`config.mk`:
```
export PLATFORM = sky130hd
export DESIGN_NAME = sid_write_arbiter
export DESIGN_NICKNAME = d
export VERILOG_FILES = /design/src/rtl/sid_pkg.sv /design/src/rtl/sid_write_fifo.sv /design/src/rtl/sid_write_arbiter.sv
export SDC_FILE = /design/constraint.sdc
export NUM_CORES = 1
export LEC_CHECK = 0
export CAP_MARGIN = 5
export CELL_PAD_IN_SITES_DETAIL_PLACEMENT = 1
export CELL_PAD_IN_SITES_GLOBAL_PLACEMENT = 2
export CORE_MARGIN = 1
export CORE_UTILIZATION = 30
export CTS_BUF_LIST = sky130_fd_sc_hd__clkbuf_4 sky130_fd_sc_hd__clkbuf_8
export DETAILED_ROUTE_END_ITERATION = 10
export PLACE_DENSITY = 0.71
export SLEW_MARGIN = 20
export SYNTH_ARGS = -nofsm -noshare
export SYNTH_HDL_FRONTEND = slang
export SYNTH_HIERARCHICAL = 1
export SYNTH_SLANG_ARGS = --single-unit
export TNS_END_PERCENT = 10
```
`constraint.sdc`:
```
create_clock -name clk -period 3.1 [get_ports clk]
set_clock_uncertainty 0.15 [all_clocks]
set_input_delay 0.62 -clock clk [delete_from_list [all_inputs] [get_ports clk]]
set_output_delay 0.62 -clock clk [all_outputs]
set_load 0.03 [all_outputs]
```
`src/rtl/sid_pkg.sv`:
```
// Shared SID register-bus definitions: field widths, register map landmarks and
// the queued write record used by the write arbiter.
package sid_pkg;

    localparam int SID_ADDR_W = 5;
    localparam int SID_DATA_W = 8;

    localparam logic [SID_ADDR_W-1:0] SID_REG_LAST    = 5'h18;
    localparam logic [SID_ADDR_W-1:0] SID_VOICE1_BASE = 5'h00;
    localparam logic [SID_ADDR_W-1:0] SID_VOICE2_BASE = 5'h07;
    localparam logic [SID_ADDR_W-1:0] SID_VOICE3_BASE = 5'h0E;
    localparam logic [SID_ADDR_W-1:0] SID_FILTER_BASE = 5'h15;

    typedef struct packed {
        logic [SID_ADDR_W-1:0] addr;
        logic [SID_DATA_W-1:0] data;
    } sidWrite_t;

    // Addresses above the last writable register are read-only or unmapped.
    function automatic logic isMapped(input logic [SID_ADDR_W-1:0] addr);
        return addr <= SID_REG_LAST;
    endfunction

endpackage

```
`src/rtl/sid_write_fifo.sv`:
```
// Synchronous FIFO of SID register writes with an occupancy count.
// The head entry is visible combinationally; the caller never pushes when full.
module sid_write_fifo
    import sid_pkg::*;
#(
    parameter int unsigned DEPTH = 4,
    localparam int unsigned LEVEL_W = $clog2(DEPTH) + 1
) (
    input  logic               clk,
    input  logic               rst,
    input  logic               iPush,
    input  sidWrite_t          iWrite,
    input  logic               iPop,
    output sidWrite_t          oHead,
    output logic [LEVEL_W-1:0] oLevel
);

    localparam int unsigned PTR_W = $clog2(DEPTH);

    sidWrite_t          mem [DEPTH];
    logic [PTR_W-1:0]   wrPtrQ;
    logic [PTR_W-1:0]   rdPtrQ;
    logic [LEVEL_W-1:0] levelQ;

    always_ff @(posedge clk or posedge rst) begin
        if (rst) begin
            wrPtrQ <= '0;
            rdPtrQ <= '0;
            levelQ <= '0;
        end else begin
            if (iPush) wrPtrQ <= wrPtrQ + 1'b1;
            if (iPop)  rdPtrQ <= rdPtrQ + 1'b1;
            unique case ({iPush, iPop})
                2'b10:   levelQ <= levelQ + 1'b1;
                2'b01:   levelQ <= levelQ - 1'b1;
                default: levelQ <= levelQ;
            endcase
        end
    end

    // Storage needs no reset: entries are only read once the level covers them.
    always_ff @(posedge clk) begin
        if (iPush) mem[wrPtrQ] <= iWrite;
    end

    assign oHead  = mem[rdPtrQ];
    assign oLevel = levelQ;

endmodule

```
`src/rtl/sid_write_arbiter.sv`:
```
// Round-robin arbiter sharing the SID register write bus between requesters,
// queueing accepted writes and draining them as single-cycle strobes with a gap.
module sid_write_arbiter
    import sid_pkg::*;
#(
    parameter int unsigned NREQ       = 2,
    parameter int unsigned FIFO_DEPTH = 4,
    parameter int unsigned GAP        = 0,
    localparam int unsigned LEVEL_W   = $clog2(FIFO_DEPTH) + 1
) (
    input  logic                       clk,
    input  logic                       rst,
    input  logic [NREQ-1:0]            iValid,
    input  logic [SID_ADDR_W*NREQ-1:0] iAddr,
    input  logic [SID_DATA_W*NREQ-1:0] iData,
    output logic [NREQ-1:0]            oReady,
    input  logic                       iHold,
    output logic                       oWE,
    output logic [SID_ADDR_W-1:0]      oAddr,
    output logic [SID_DATA_W-1:0]      oData,
    output logic                       oDropped,
    output logic [LEVEL_W-1:0]         oLevel
);

    localparam int unsigned RR_W = (NREQ > 1) ? $clog2(NREQ) : 1;

    logic [RR_W-1:0]            rrQ;
    logic [RR_W-1:0]            grantIdx;
    logic                       grantFound;
    logic [NREQ-1:0]            validShift;
    int unsigned                rrWide;
    logic                       full;
    logic                       transfer;
    logic                       pushEn;
    logic                       popEn;
    logic [7:0]                 gapQ;
    logic [SID_ADDR_W*NREQ-1:0] addrShift;
    logic [SID_DATA_W*NREQ-1:0] dataShift;
    sidWrite_t                  selWrite;
    sidWrite_t                  headWrite;

    // Pass 0 scans requesters at or above the pointer, pass 1 wraps to those below.
    always_comb begin
        grantFound = 1'b0;
        grantIdx   = '0;
        validShift = '0;
        rrWide     = 32'(rrQ);
        for (int unsigned p = 0; p < 2; p++) begin
            for (int unsigned j = 0; j < NREQ; j++) begin
                validShift = iValid >> j;
                if (!grantFound && validShift[0] && ((p == 0) == (j >= rrWide))) begin
                    grantFound = 1'b1;
                    grantIdx   = RR_W'(j);
                end
            end
        end
    end

    // Fullness uses the registered level so a same-cycle pop never opens a grant.
    assign full     = (oLevel == LEVEL_W'(FIFO_DEPTH));
    assign oReady   = (grantFound && !full) ? (NREQ'(1) << grantIdx) : '0;
    assign transfer = |(iValid & oReady);

    always_comb begin
        addrShift     = iAddr >> (SID_ADDR_W * grantIdx);
        dataShift     = iData >> (SID_DATA_W * grantIdx);
        selWrite.addr = addrShift[SID_ADDR_W-1:0];
        selWrite.data = dataShift[SID_DATA_W-1:0];
    end

    assign pushEn = transfer && isMapped(selWrite.addr);
    assign popEn  = (oLevel != '0) && !iHold && (gapQ == 8'd0);

    sid_write_fifo #(
        .DEPTH (FIFO_DEPTH)
    ) uFifo (
        .clk    (clk),
        .rst    (rst),
        .iPush  (pushEn),
        .iWrite (selWrite),
        .iPop   (popEn),
        .oHead  (headWrite),
        .oLevel (oLevel)
    );

    always_ff @(posedge clk or posedge rst) begin
        if (rst) begin
            rrQ      <= '0;
            gapQ     <= 8'd0;
            oWE      <= 1'b0;
            oAddr    <= '0;
            oData    <= '0;
            oDropped <= 1'b0;
        end else begin
            oWE      <= popEn;
            oDropped <= transfer && !isMapped(selWrite.addr);
            if (transfer) begin
                rrQ <= (grantIdx == RR_W'(NREQ - 1)) ? '0 : grantIdx + 1'b1;
            end
            // Gap keeps counting through iHold so a long stall does not add spacing.
            if (popEn) begin
                oAddr <= headWrite.addr;
                oData <= headWrite.data;
                gapQ  <= 8'(GAP);
            end else if (gapQ != 8'd0) begin
                gapQ <= gapQ - 8'd1;
            end
        end
    end

endmodule

```
==> impl_metrics.json, run 1 <==
{
  "status": "finished, final reports clean",
  "min_period_ns": 2.977,
  "setup_viol": 0,
  "drt-initial-drc-count": 73,
  "grt_pass1_wl_um": 11070,
  "drive_above_1_share": 0.2536,
  "worst_r2r_path_depth": 10,
  "fin_setup_tns_ns": 0,
  "met2_usage": 0.2112,
  "worst_slew_pin_slew_ns": 0.6553,
  "drtAntennaViolNets": 0,
  "slew_violations": 0,
  "clkSinkCount": 83,
  "final_cell_mix": "edfxtp_1, clkdlybuf4s50_1, dfrtp_1",
  "rows": 39,
  "met3_usage": 0.02634,
  "end_kind": "output port",
  "vdd_drop_max_uv": 311.5,
  "synth_top_area_frac": 0.4418,
  "avgSynthCellArea_um2": 17.33,
  "grt_use_met1": 0.1423,
  "worstSetupStartpoint": "iValid[1]",
  "io-pin-count": 51,
  "path_max_fanout": 7,
  "syn_nets": 242,
  "grt_pass1_vias": 2091,
  "numCtsBuffers": 9,
  "hold_viol_final": 0,
  "synth_area_leader_cell": "edfxtp_1",
  "synth_cell_type_count": 40,
  "die_area_um2": 12220,
  "ys_ff_latch": 83,
  "hold_buffers": 0,
  "root_buffer": "clkbuf_8",
  "start_util": 0.3082,
  "firstDrtPassIters": 4,
  "wirelength_um": 6927,
  "r2r_setup_slack_ns": 0.30,
  "r2r-start": "gapQ[0]$_DFFE_PP0P_",
  "busiest_layer": "met2",
  "vias": 1975,
  "synth_warnings": 6,
  "start_kind": "primary input",
  "clk_latency_ns": 0.35,
  "synthTopCellsByArea": "edfxtp_1, dfrtp_1, mux2_2",
  "max_freq_mhz": 336.0,
  "syn2layout_area_growth_pct": 27.01,
  "hold_class": "flip-flop to flip-flop",
  "min_period_over_period": 0.9602,
  "ys_seq_area_frac": 0.6612,
  "rsz0062_at_grt": "no",
  "cts_tree": "built",
  "path_class": "primary input to output port",
  "finalNetCount": 313,
  "io_buffers": 50,
  "place.gp.congestion": 0.6927,
  "antenna_found_initial": 0,
  "nFillCells": 1154,
  "cts.clk_slew.worst_paths_ns": 0.08,
  "maxSlewHeadroom": 0.5631,
  "globalRouteTotalUtil": 0.1218,
  "reg2reg_to": "uFifo/oLevel[2]$_DFFE_PP0P_",
  "core_area_um2": 11470,
  "vias_per_cell": 4.669,
  "ctsResizeCount": 0,
  "powerDensity_nw_per_um2": 868.9,
  "max_cap_viol_count": 0,
  "routedWlPerCell_um": 16.38,
  "hpwl_um": 5007,
  "p_leak_nw": 1.690,
  "fp.dieW_um": 110.5,
  "cp_data_arrival_time_ns": 2.21,
  "h-tree-depth": 3,
  "grt_max_degree": 25,
  "setup.worst_path.end": "oReady[0]",
  "route.detailed.drc": 0,
  "final_common_cell": "edfxtp_1",
  "cts_setup_buffers": 0,
  "cts_buffer_depth": 2,
  "diodes": 0,
  "placed_cells": 407,
  "crit_required_ns": 2.33,
  "whs_ns": 0.3418,
  "die_h_um": 110.5,
  "syn-cell-area_um2": 3535,
  "syn_inst": 204,
  "fin_cells": 423,
  "overflow": 0
}
## cell type report
class | count | area (µm²) | area share
flip-flops and latches | 83 | 2337 | 0.5206
multi-input cells | 104 | 1101 | 0.2453
repair buffers | 65 | 650.6 | 0.1449
well taps | 143 | 178.9 | 0.03986
clock buffers | 11 | 138.9 | 0.03094
inverters | 12 | 45.04 | 0.01003
clock inverters | 5 | 37.54 | 0.008361
## Yosys cell counts
cell       number
nand2b_1        1
and2b_2         1
mux2_2         27
o21ai_0         9
nor4_4          1
buf_12          1
mux4_1          5
buf_2           1
a21oi_1         3
nor2_1          4
nor4b_1         1
ha_1            6
buf_6           2
or4b_4          1
buf_1           1
mux2i_1         1
o2111ai_1       2
o311a_1         1
o311ai_0        1
or3b_2          1
nand2_1         4
and2_1          4
nor3b_1         1
or4_2           1
a31oi_1         1
xor2_1          5
xnor2_1         2
nor4_1          1
fa_1            1
nand3_1         1
nor3_1          3
dfrtp_1        31
o21ba_2         1
mux4_2          8
and3_1          2
inv_1          12
edfxtp_1       52
a211oi_1        1
o31ai_1         2
or3_1           1
## kinds of logic (layout without fill, tap and decap cells)
| logic type | after synthesis | after routing | share of synthesized area |
|---|---|---|---|
| AO/OA/AOI/OAI | 21 | 21 | 0.03823 |
| XOR/XNOR | 7 | 7 | 0.01735 |
| adder cells (fa/ha/maj) | 7 | 7 | 0.02690 |
| buffers and inverters | 17 | 93 | 0.02725 |
| flip-flops | 83 | 83 | 0.6612 |
| multiplexers | 41 | 41 | 0.1770 |
| AND/OR/NAND/NOR | 28 | 28 | 0.05203 |
## registers in the layout, indices dropped and copies added (netlist names)
name and flops:
oAddr 5, rrQ 1, uFifo/oLevel 3, oData 8, uFifo/wrPtrQ 2, oWE 1
oDropped 1, gapQ 8, uFifo/rdPtrQ 2, uFifo/mem 52
## worst min path at each step
stage                         startpoint                           to  slack, ns  cells past startpoint
floorplan                            rst  uFifo/oLevel[0]$_DFFE_PP0P_       0.27                      1
global placement         rrQ$_DFFE_PP0P_              rrQ$_DFFE_PP0P_       0.32                      1
detailed placement       rrQ$_DFFE_PP0P_              rrQ$_DFFE_PP0P_       0.33                      1
CTS                      rrQ$_DFFE_PP0P_              rrQ$_DFFE_PP0P_       0.34                      1
global route        oAddr[2]$_DFFE_PP0P_         oAddr[2]$_DFFE_PP0P_       0.38                      1
finish                   rrQ$_DFFE_PP0P_              rrQ$_DFFE_PP0P_       0.34                      1
## critical path, cell delays in order
cell             delay (ns)
clkdlybuf4s50_1        0.58
o21ai_0                0.17
a21oi_1                0.15
clkdlybuf4s50_1        0.68
## report_power, final
part,internal (mW),leakage (nW),switching (mW)
Clock,0.314,0.0888,0.392
Combinational,0.756,0.741,0.731
Sequential,1.54,0.861,0.168
Total,2.61,1.69,1.29
## metal layers
metal | wire length [µm] | part of all wire
met1 | 2990 | 0.43
met2 | 3589 | 0.52
met3 | 198 | 0.029
met4 | 149 | 0.022
met5 | 0 | 0
## metrics by stage
step	setup WS [ns]	util	instance area, µm²	power [mW]
2_1_floorplan	0.2173	-	3535	2.661
3_3_place_gp	0.08015	0.3761	4313	3.209
3_5_place_dp	0.02473	0.3761	4313	3.260
4_1_cts	0.1066	0.3915	4489	3.972
5_1_grt	0.01857	0.3915	4489	4.127
6_report	0.1235	0.3915	4489	3.901
Power figures use the tool's default switching activity.
==> run 2, diff against run 1 <==
--- a/config.mk
+++ b/config.mk
@@ -13,6 +13,7 @@
 export CTS_BUF_LIST = sky130_fd_sc_hd__clkbuf_4 sky130_fd_sc_hd__clkbuf_8
 export DETAILED_ROUTE_END_ITERATION = 10
 export PLACE_DENSITY = 0.71
+export REMOVE_ABC_BUFFERS = 1
 export SLEW_MARGIN = 20
 export SYNTH_ARGS = -nofsm -noshare
 export SYNTH_HDL_FRONTEND = slang
==> run 2 against run 1 <==
- sequential power up 2%
- cell area is 0.70% lower
- critical path depth stayed put
- count of clock-buffer cells in the layout decreased by 1
- flip-flop and latch count is the same
- clock power shrank 3.5%
- hold slack better by 0.0034 ns
- total power fell by 0.63%
- register-to-register slack lost 0.06 ns
- worst setup slack gained 0.016 ns
- die area did not move
==> impl_metrics.json, run 2 (synthesis results as in run 1) <==
{
  "syn2layout_area_growth_pct": 26.12,
  "worst_slew_pin_slew_ns": 0.7007,
  "max_cap_viol_count": 0,
  "vias": 1966,
  "grt_pass1_vias": 2070,
  "maxSlewHeadroom": 0.5329,
  "hold_depth": 1,
  "hold_class": "flip-flop to flip-flop",
  "core_area_um2": 11470,
  "clkPwrFrac": 0.176,
  "ctsResizeCount": 0,
  "power_switching_mw": 1.292,
  "cp_data_arrival_time_ns": 2.19,
  "fp.dieW_um": 110.5,
  "p_int_mw": 2.584,
  "final_common_cell": "edfxtp_1",
  "clkSinkCount": 83,
  "share_comb_of_total_power": 0.372,
  "min_period_over_period": 0.9552,
  "die_h_um": 110.5,
  "cts_setup_buffers": 0,
  "final_core_util": 0.3888,
  "hold_viol_final": 0,
  "wirelength_um": 7047,
  "final_cell_mix": "edfxtp_1, clkdlybuf4s50_1, dfrtp_1",
  "final_cell_area_um2": 4458,
  "firstDrtPassIters": 4,
  "r2r-start": "gapQ[0]$_DFFE_PP0P_",
  "die_area_um2": 12220,
  "worst_r2r_path_depth": 10,
  "status": "finished, final reports clean",
  "largest_register": "uFifo/mem",
  "globalRouteTotalUtil": 0.1232,
  "cts_buffer_depth": 2,
  "root_buffer": "clkbuf_8",
  "start_kind": "primary input",
  "setup_viol": 0,
  "min_period_ns": 2.961,
  "dpl_cell_area_um2": 4288,
  "cts_tree": "built",
  "io_buffers": 50,
  "route.detailed.drc": 0,
  "seqPwrFrac": 0.452,
  "end_kind": "output port",
  "p_sw_frac": 0.3333,
  "diodes": 0,
  "clk_latency_ns": 0.35,
  "crit_required_ns": 2.33,
  "largest_reg_flops": 52,
  "hpwl_um": 4979,
  "p_leak_nw": 1.668,
  "reg2reg_to": "uFifo/oLevel[2]$_DFFE_PP0P_",
  "antenna_found_initial": 0,
  "drtAntennaViolNets": 0,
  "reg_top3": "uFifo/mem x52, gapQ x8, oData x8",
  "vias_per_cell": 4.703,
  "rows": 39,
  "max_freq_mhz": 337.7,
  "drt-initial-drc-count": 78,
  "holdPathEnd": "rrQ$_DFFE_PP0P_",
  "path_max_fanout": 7,
  "overflow": 0,
  "cts.clk_slew.worst_paths_ns": 0.08,
  "grt_max_degree": 17,
  "powerDensity_nw_per_um2": 869.5,
  "io-pin-count": 51,
  "rsz0062_at_grt": "no",
  "hold_buffers": 0,
  "slew_violations": 0,
  "drive_above_1_share": 0.2364,
  "power_mw": 3.876,
  "min_from": "rrQ$_DFFE_PP0P_",
  "r2r_setup_slack_ns": 0.24,
  "worstSetupStartpoint": "iValid[1]",
  "h-tree-depth": 3,
  "vdd_drop_max_uv": 301.6,
  "routedWlPerCell_um": 16.86,
  "grt_pass1_wl_um": 11220,
  "path_class": "primary input to output port",
  "finalNetCount": 308,
  "numCtsBuffers": 9,
  "place.gp.congestion": 0.7252,
  "start_util": 0.3082
}
run 2: changes by cell type in the layout (fill, tap and decap cells not counted), sizes merged:
cell      before  now
clkinv         2    4
clkinvlp       1    0
buf           15   10
clkbuf        11   10
run 2: cell type report:
| type | count | area (µm²) |
|---|---|---|
| fillers | 1166 | 7009 |
| multi-input cells | 104 | 1101 |
| clock inverters | 6 | 38.79 |
| flip-flops and latches | 83 | 2337 |
| well taps | 143 | 178.9 |
| inverters | 12 | 45.04 |
| repair buffers | 60 | 625.6 |
| clock buffers | 10 | 131.4 |
run 2: worst max-delay path: stages:
cell,delay (ns)
clkdlybuf4s50_1,0.60
o21ai_0,0.14
a21oi_1,0.14
clkdlybuf4s50_1,0.69
run 2: through the flow:
stage	cells	hold WS [ns]	setup TNS (ns)	setup WS (ns)
5_1_grt	418	0.3751	0	0.08617
3_5_place_dp	402	0.3308	0	0.09417
6_report	418	0.3452	0	0.1390
2_1_floorplan	199	0.2734	-0.03815	-0.03815
3_3_place_gp	402	0.3223	0	0.1270
4_1_cts	418	0.3431	0	0.1213
run 2: worst max path at each step:
stage | end | slack [ns] | depth (start not counted)
floorplan | uFifo/oLevel[2]$_DFFE_PP0P_ | -0.04 | 10
global placement | oReady[0] | 0.13 | 4
detailed placement | uFifo/oLevel[2]$_DFFE_PP0P_ | 0.09 | 11
CTS | oReady[0] | 0.12 | 4
global route | oReady[0] | 0.09 | 4
finish | oReady[0] | 0.14 | 4
run 2: power by group through the flow:
stage                     clock, mW  sequential, mW  combinational (mW)
after floorplan                   0            1.95               0.652
after global placement            0            1.77                1.45
after detailed placement          0            1.79                1.48
after CTS                     0.709            1.76                1.48
after global routing          0.754            1.79                1.55
final                         0.681            1.75                1.44
run 2: routing by layer:
layer,vias to the layer above,share of wire,GRT usage
met5,-,0,0
met4,0,0.014,0.05333
met3,5,0.032,0.03019
met2,38,0.49,0.2012
met1,1008,0.47,0.1553
li1,915,-,-
